File: src/rtl/mem_access_unit.sv
// Memory access unit: turns the one-hot memory-control field into a single
// req/ack RAM transaction (fetch at PC, read/write at AR), with a timeout and sticky error flags.
module mem_access_unit #(
  parameter int ADDR_W  = 16,
  parameter int DATA_W  = 8,
  parameter int TIMEOUT = 15
) (
  input  logic              clk,
  input  logic              rst,
  input  logic [2:0]        mem_ctrl,
  input  logic [ADDR_W-1:0] pc_in,
  input  logic [ADDR_W-1:0] ar_in,
  input  logic [DATA_W-1:0] dr_in,
  output logic [ADDR_W-1:0] ram_addr,
  output logic [DATA_W-1:0] ram_wdata,
  output logic              ram_req,
  output logic              ram_we,
  input  logic              ram_ack,
  input  logic [DATA_W-1:0] ram_rdata,
  output logic [5:0]        mbru,
  output logic [DATA_W-1:0] ir_data,
  output logic [DATA_W-1:0] dr_out,
  output logic              busy,
  output logic              done,
  output logic              err_illegal,
  output logic              err_timeout,
  output logic              err_overrun
);

  localparam int CNT_W = $clog2(TIMEOUT + 1);

  typedef enum logic [1:0] {IDLE, REQ, DONE} state_t;
  typedef enum logic [1:0] {CMD_FETCH, CMD_READ, CMD_WRITE} cmd_t;

  state_t            state_q, state_d;
  cmd_t              cmd_q;
  logic [2:0]        prev_ctrl;
  logic [CNT_W-1:0]  tcnt;

  logic              cmd_edge;
  logic              one_hot;
  logic              accept;
  logic              illegal;
  logic              overrun;
  logic              ack_ok;
  logic              tmo;
  logic [DATA_W-1:0] cap_data;

  // A command is the rising edge of a nonzero field, so a held value issues once.
  assign cmd_edge = (mem_ctrl != 3'b000) && (prev_ctrl == 3'b000);
  assign one_hot  = ((mem_ctrl & (mem_ctrl - 3'd1)) == 3'b000);

  always_ff @(posedge clk or posedge rst) begin
    if (rst) begin
      state_q <= IDLE;
    end else begin
      state_q <= state_d;
    end
  end

  always_comb begin
    state_d = state_q;
    accept  = 1'b0;
    illegal = 1'b0;
    ack_ok  = 1'b0;
    tmo     = 1'b0;
    overrun = cmd_edge && (state_q != IDLE);
    case (state_q)
      IDLE: begin
        if (cmd_edge) begin
          if (one_hot) begin
            accept  = 1'b1;
            state_d = REQ;
          end else begin
            illegal = 1'b1;
          end
        end
      end
      REQ: begin
        // An ack coinciding with the final timeout count still wins.
        if (ram_ack) begin
          ack_ok  = 1'b1;
          state_d = DONE;
        end else if (tcnt == CNT_W'(TIMEOUT)) begin
          tmo     = 1'b1;
          state_d = DONE;
        end
      end
      DONE: state_d = IDLE;
      default: state_d = IDLE;
    endcase
  end

  // On timeout the destination is zeroed; mbru = 0 sends the control unit back to FETCH1.
  assign cap_data = ack_ok ? ram_rdata : '0;

  always_ff @(posedge clk or posedge rst) begin
    if (rst) begin
      prev_ctrl   <= 3'b000;
      cmd_q       <= CMD_FETCH;
      tcnt        <= '0;
      ram_addr    <= '0;
      ram_wdata   <= '0;
      ram_req     <= 1'b0;
      ram_we      <= 1'b0;
      mbru        <= '0;
      ir_data     <= '0;
      dr_out      <= '0;
      busy        <= 1'b0;
      done        <= 1'b0;
      err_illegal <= 1'b0;
      err_timeout <= 1'b0;
      err_overrun <= 1'b0;
    end else begin
      prev_ctrl <= mem_ctrl;
      done      <= ack_ok | tmo;

      if (accept) begin
        if (mem_ctrl[2])      cmd_q <= CMD_FETCH;
        else if (mem_ctrl[1]) cmd_q <= CMD_READ;
        else                  cmd_q <= CMD_WRITE;
        ram_addr  <= mem_ctrl[2] ? pc_in : ar_in;
        ram_wdata <= mem_ctrl[0] ? dr_in : '0;
        ram_we    <= mem_ctrl[0];
        ram_req   <= 1'b1;
        busy      <= 1'b1;
        tcnt      <= '0;
      end

      if (state_q == REQ && !(ack_ok || tmo)) begin
        tcnt <= tcnt + CNT_W'(1);
      end

      if (ack_ok || tmo) begin
        ram_req <= 1'b0;
        ram_we  <= 1'b0;
        busy    <= 1'b0;
        case (cmd_q)
          CMD_FETCH: begin
            ir_data <= cap_data;
            mbru    <= cap_data[5:0];
          end
          CMD_READ: dr_out <= cap_data;
          default: ;
        endcase
      end

      if (tmo)     err_timeout <= 1'b1;
      if (illegal) err_illegal <= 1'b1;
      if (overrun) err_overrun <= 1'b1;
    end
  end

endmodule
File: config.mk
export PLATFORM = sky130hd
export DESIGN_NAME = mem_access_unit
export DESIGN_NICKNAME = d
export VERILOG_FILES = /design/src/rtl/mem_access_unit.sv
export SDC_FILE = /design/constraint.sdc
export NUM_CORES = 1
export LEC_CHECK = 0
export CAP_MARGIN = 30
export CORE_MARGIN = 5
export CORE_UTILIZATION = 45
export CTS_CLUSTER_SIZE = 20
export DETAILED_ROUTE_END_ITERATION = 6
export GPL_TIMING_DRIVEN = 0
export PLACE_DENSITY = 0.84
export REMOVE_ABC_BUFFERS = 1
export SLEW_MARGIN = 20
export SYNTH_ARGS = -nofsm -noshare
export SYNTH_HDL_FRONTEND = slang
export SYNTH_SLANG_ARGS = --single-unit
File: constraint.sdc
create_clock -name clk -period 3.6 [get_ports clk]
set_input_delay 0.36 -clock clk [delete_from_list [all_inputs] [get_ports clk]]
set_output_delay 0.36 -clock clk [all_outputs]
set_load 0.02 [all_outputs]
==> impl_summary.md <==
Outcome
The flow ran to the end, and the final reports show no timing, DRC or antenna violations.

Clock network
The clock passes through at most 2 buffers. The number of buffers inserted during clock tree synthesis is 9. The number of hold-repair buffers added at the cts stage is 0. The clock transition at the register clock pins on the worst setup and hold paths after CTS is 0.06 ns. The H-tree depth is 3. The root buffer cell chosen for the clock tree is sky130_fd_sc_hd__clkbuf_8. Clock latency on the worst-skew pair, taken at its later pin, is roughly 0.32 ns. The clock sink count is 57. The quantity of gates resized following cts is 0.

The number of buffers added for setup after CTS is 0. TritonCTS built the clock tree.

Cells and area
The count of antenna diodes in the layout is 0. The most common cell after layout, fill and taps aside is sky130_fd_sc_hd__clkdlybuf4s50_1. The count of non-filler cells in the finished layout is roughly 380. The layout-stage area growth over the synthesis result is 47.0%.

The area of the multi-input gates is between 900 and 1000 um2. The post-layout instance area is 3740 um2. The number of fill cells is 420. At the end of the flow the core is filled with cells to 0.679. Across the whole layout, storage elements account for 1430 um2. The library cells used most frequently in the layout, excluding fill and tap cells, are 105 x sky130_fd_sc_hd__clkdlybuf4s50_1, 57 x sky130_fd_sc_hd__dfrtp_1, 36 x sky130_fd_sc_hd__o21ai_0. The number of nets in the layout is 355. Of the cells placed in the final design, the portion with a size suffix greater than 1 is 0.128.

Placement
At the placement stage, the worst setup path has a slack of 0.644 ns. After detailed placement, the design holds a cell count of 361. The placed standard-cell area is between 3000 and 4000 um2.

The congestion estimate from routability-driven global placement came to between 0.7 and 0.8. Detailed placement finished with a half-perimeter wire length of 4240 um. The quantity of I/O buffers inserted on ports is 106.

Route
The iteration count of the initial detailed-routing pass is 4. The routed design has 5950 um of wire. The via count normalized by instance count is 5.10. The first-iteration detailed-routing DRC count is 39. After detailed routing, the average wire length per cell comes to 15.8 um. The detail route stage leaves a number of antenna-violating nets equal to 0. The number of vias in the routed layout is 1,924.

After detailed routing, the number of remaining DRC violations is 0.

STA
The final count of hold timing violations was 0. On the final layout, the worst clock skew is 0.00471 ns. The post-route worst setup slack is 1.04 ns. The actual slew at the worst max-slew pin is 0.942 ns. The final clock period utilization by the worst path is 0.711. The minimum clock period after layout is 2.56 ns. Summed over all failing endpoints, the final setup total negative slack is 0 ns. The number of pins exceeding their max-slew limit in the final report was 0. Final hold analysis gives a worst-case slack of around 0.48 ns. Setup repair after global routing left no endpoint under its margin.

Measured against its own limit, the worst slew margin works out to 0.370. The final setup violation count is 0. Based on the critical path, the design can be clocked at up to 0.391 GHz.

Power
The internal power of the cells is around 1.3 mW. The share of total power dissipated in combinational logic is 0.276. The worst-case IR drop observed on VDD is between 0.0002 and 0.00025 V. The proportion of power drawn by flip-flops and latches is 0.438. The leakage power is about 1.7 nW. In this run the power spent charging and discharging nets is 0.529 mW. The clock network fraction of design power is 0.286.

The power per unit of standard cell area is a little under 500 nW/um2. Of the total power, the share spent switching nets is 0.291. The overall power is approximately 1.8 mW.

Worst setup path
The critical path data required time is roughly 3.8 ns. The worst setup path is launched from an input pin. The critical path in this run is classified as input pin to register. The arrival time at the worst endpoint is 2.72 ns. On the critical path the largest part of the delay comes from compound AO/OA/AOI/OAI gates. The start point of the critical path is mem_ctrl[1]. The worst setup path is captured at a register. The slowest cell on the critical path is sky130_fd_sc_hd__o311ai_4. For this run, the slowest stage of the critical path takes about 0.84 ns. The worst path buffer plus inverter count is 1. In this run the worst path has a maximum fanout of 26. The launch instance of the worst register-to-register path is tcnt[0].

The signal on the critical path passes through clkdlybuf4s50_1 -> o311ai_4 -> or2_1 -> o21ai_0.

Floorplanning
The number of placed I/O pins is 107. The core region is ~5500 um2. The die outline width is about 85 um. After floorplanning, the core was divided into 27 placement rows. The die area is slightly above 7000 um2. Measured along the y axis, the die boundary spans 85.2 um.

For this configuration, the core starts out at a cell density of 0.462.

Global route
Entering global routing, the biggest net connects 58 pins. The number of global-route vias before repair is about 2,000. The overall routing resource usage is 0.169.

The initial antenna violation count is 0. Global routing finished with a remaining overflow of 0. The first-pass GRT wire length is 9810 um.

Hold path
The path type of the worst min-delay path is register to register. The beginning of the worst hold path is err_overrun.

Flow run
The number of max-cap violations is 0.

Yosys
The sequential fraction of the synthesis area is 0.561. The post-synthesis average cell area is roughly 13 um2. In this run, distinct cell masters in the synthesized netlist total 33. The synthesized netlist occupies a cell area of 2540 um2. The cell count after synthesis is 201. The synthesized flop and latch total is 57. The share of the synthesized area in the top cell type is 0.561.

Yosys printed 0 warnings. The leading area contributor after synthesis is sky130_fd_sc_hd__dfrtp_1. Sorting the synthesized cells by area gives the leading types as sky130_fd_sc_hd__dfrtp_1 56%, sky130_fd_sc_hd__o21ai_0 7.1%, sky130_fd_sc_hd__mux2i_1 6.7%.
-- area by class of cell --
type                    count  area share
clock buffers              14      0.0435
inverters                   5     0.00569
flip-flops and latches     57       0.382
multi-input cells         121       0.259
repair buffers            106       0.282
clock inverters             2     0.00335
well taps                  72      0.0241
-- power groups by stage --
stage	Clock, mW	Combinational, mW	Sequential (mW)
floorplan	0	0.121	0.907
global placement	0	0.499	0.800
detailed placement	0	0.508	0.806
CTS	0.536	0.511	0.795
global route	0.568	0.540	0.808
finish	0.519	0.501	0.794
-- state kept, by name (all words and copies together), names as in the netlist, 2 cells and up --
name and cells:
ram_wdata 8, dr_out 8, mbru 5, prev_ctrl 3, tcnt 4, ir_data 3
ram_addr 16, cmd_q 2, state_q 2
-- per-layer routing --
| layer | global-route usage | routed length [um] | part of all wire |
|---|---|---|---|
| met1 | 0.204 | 2370 | 0.40 |
| met2 | 0.280 | 2950 | 0.50 |
| met3 | 0.0524 | 537 | 0.090 |
| met4 | 0.0662 | 86 | 0.014 |
| met5 | 0 | 0 | 0 |
-- synth_stat cells --
cell type and number:
sky130_fd_sc_hd__dfrtp_1 57, sky130_fd_sc_hd__o21ai_0 36, sky130_fd_sc_hd__mux2i_1 17, sky130_fd_sc_hd__and3_1 10
sky130_fd_sc_hd__a22o_1 8, sky130_fd_sc_hd__buf_4 8, sky130_fd_sc_hd__mux2_2 8, sky130_fd_sc_hd__mux2_4 8
sky130_fd_sc_hd__clkbuf_1 6, sky130_fd_sc_hd__inv_1 5, sky130_fd_sc_hd__a21oi_1 4, sky130_fd_sc_hd__buf_6 4
sky130_fd_sc_hd__a21o_1 3, sky130_fd_sc_hd__nand2b_1 3, sky130_fd_sc_hd__nand2_1 2, sky130_fd_sc_hd__nor2_1 2
sky130_fd_sc_hd__nor3_2 2, sky130_fd_sc_hd__o21a_1 2, sky130_fd_sc_hd__or3_1 2, sky130_fd_sc_hd__a31oi_1 1
sky130_fd_sc_hd__and2_1 1, sky130_fd_sc_hd__ha_1 1, sky130_fd_sc_hd__maj3_2 1, sky130_fd_sc_hd__nor2b_4 1
sky130_fd_sc_hd__nor3b_2 1, sky130_fd_sc_hd__nor3b_4 1, sky130_fd_sc_hd__o21ai_2 1, sky130_fd_sc_hd__o21bai_1 1
sky130_fd_sc_hd__o22ai_1 1, sky130_fd_sc_hd__o311ai_0 1, sky130_fd_sc_hd__o311ai_4 1, sky130_fd_sc_hd__o31ai_1 1
sky130_fd_sc_hd__or2_1 1
-- cells by family (layout without fill, tap and decap cells) --
family                   after synthesis  after routing  synth area share
buffers and inverters                 23            127            0.0576
multiplexers                          33             33             0.150
adder cells (fa/ha/maj)                2              2           0.00935
AO/OA/AOI/OAI                         60             60             0.149
flip-flops                            57             57             0.561
AND/OR/NAND/NOR                       26             26            0.0733
-- worst paths after layout --
kind / endpoint / slack [ns] / cells after the start
min reg2reg: err_overrun / 0.48 / 1
min: err_overrun / 0.48 / 1
max in group asynchronous: dr_out[5] / 2.65 / 2
max reg2reg: mbru[2] / 1.49 / 5
max: ram_addr[7] / 1.04 / 4
min in group asynchronous: dr_out[6] / 0.49 / 2
(Power assumes the default switching activity.)
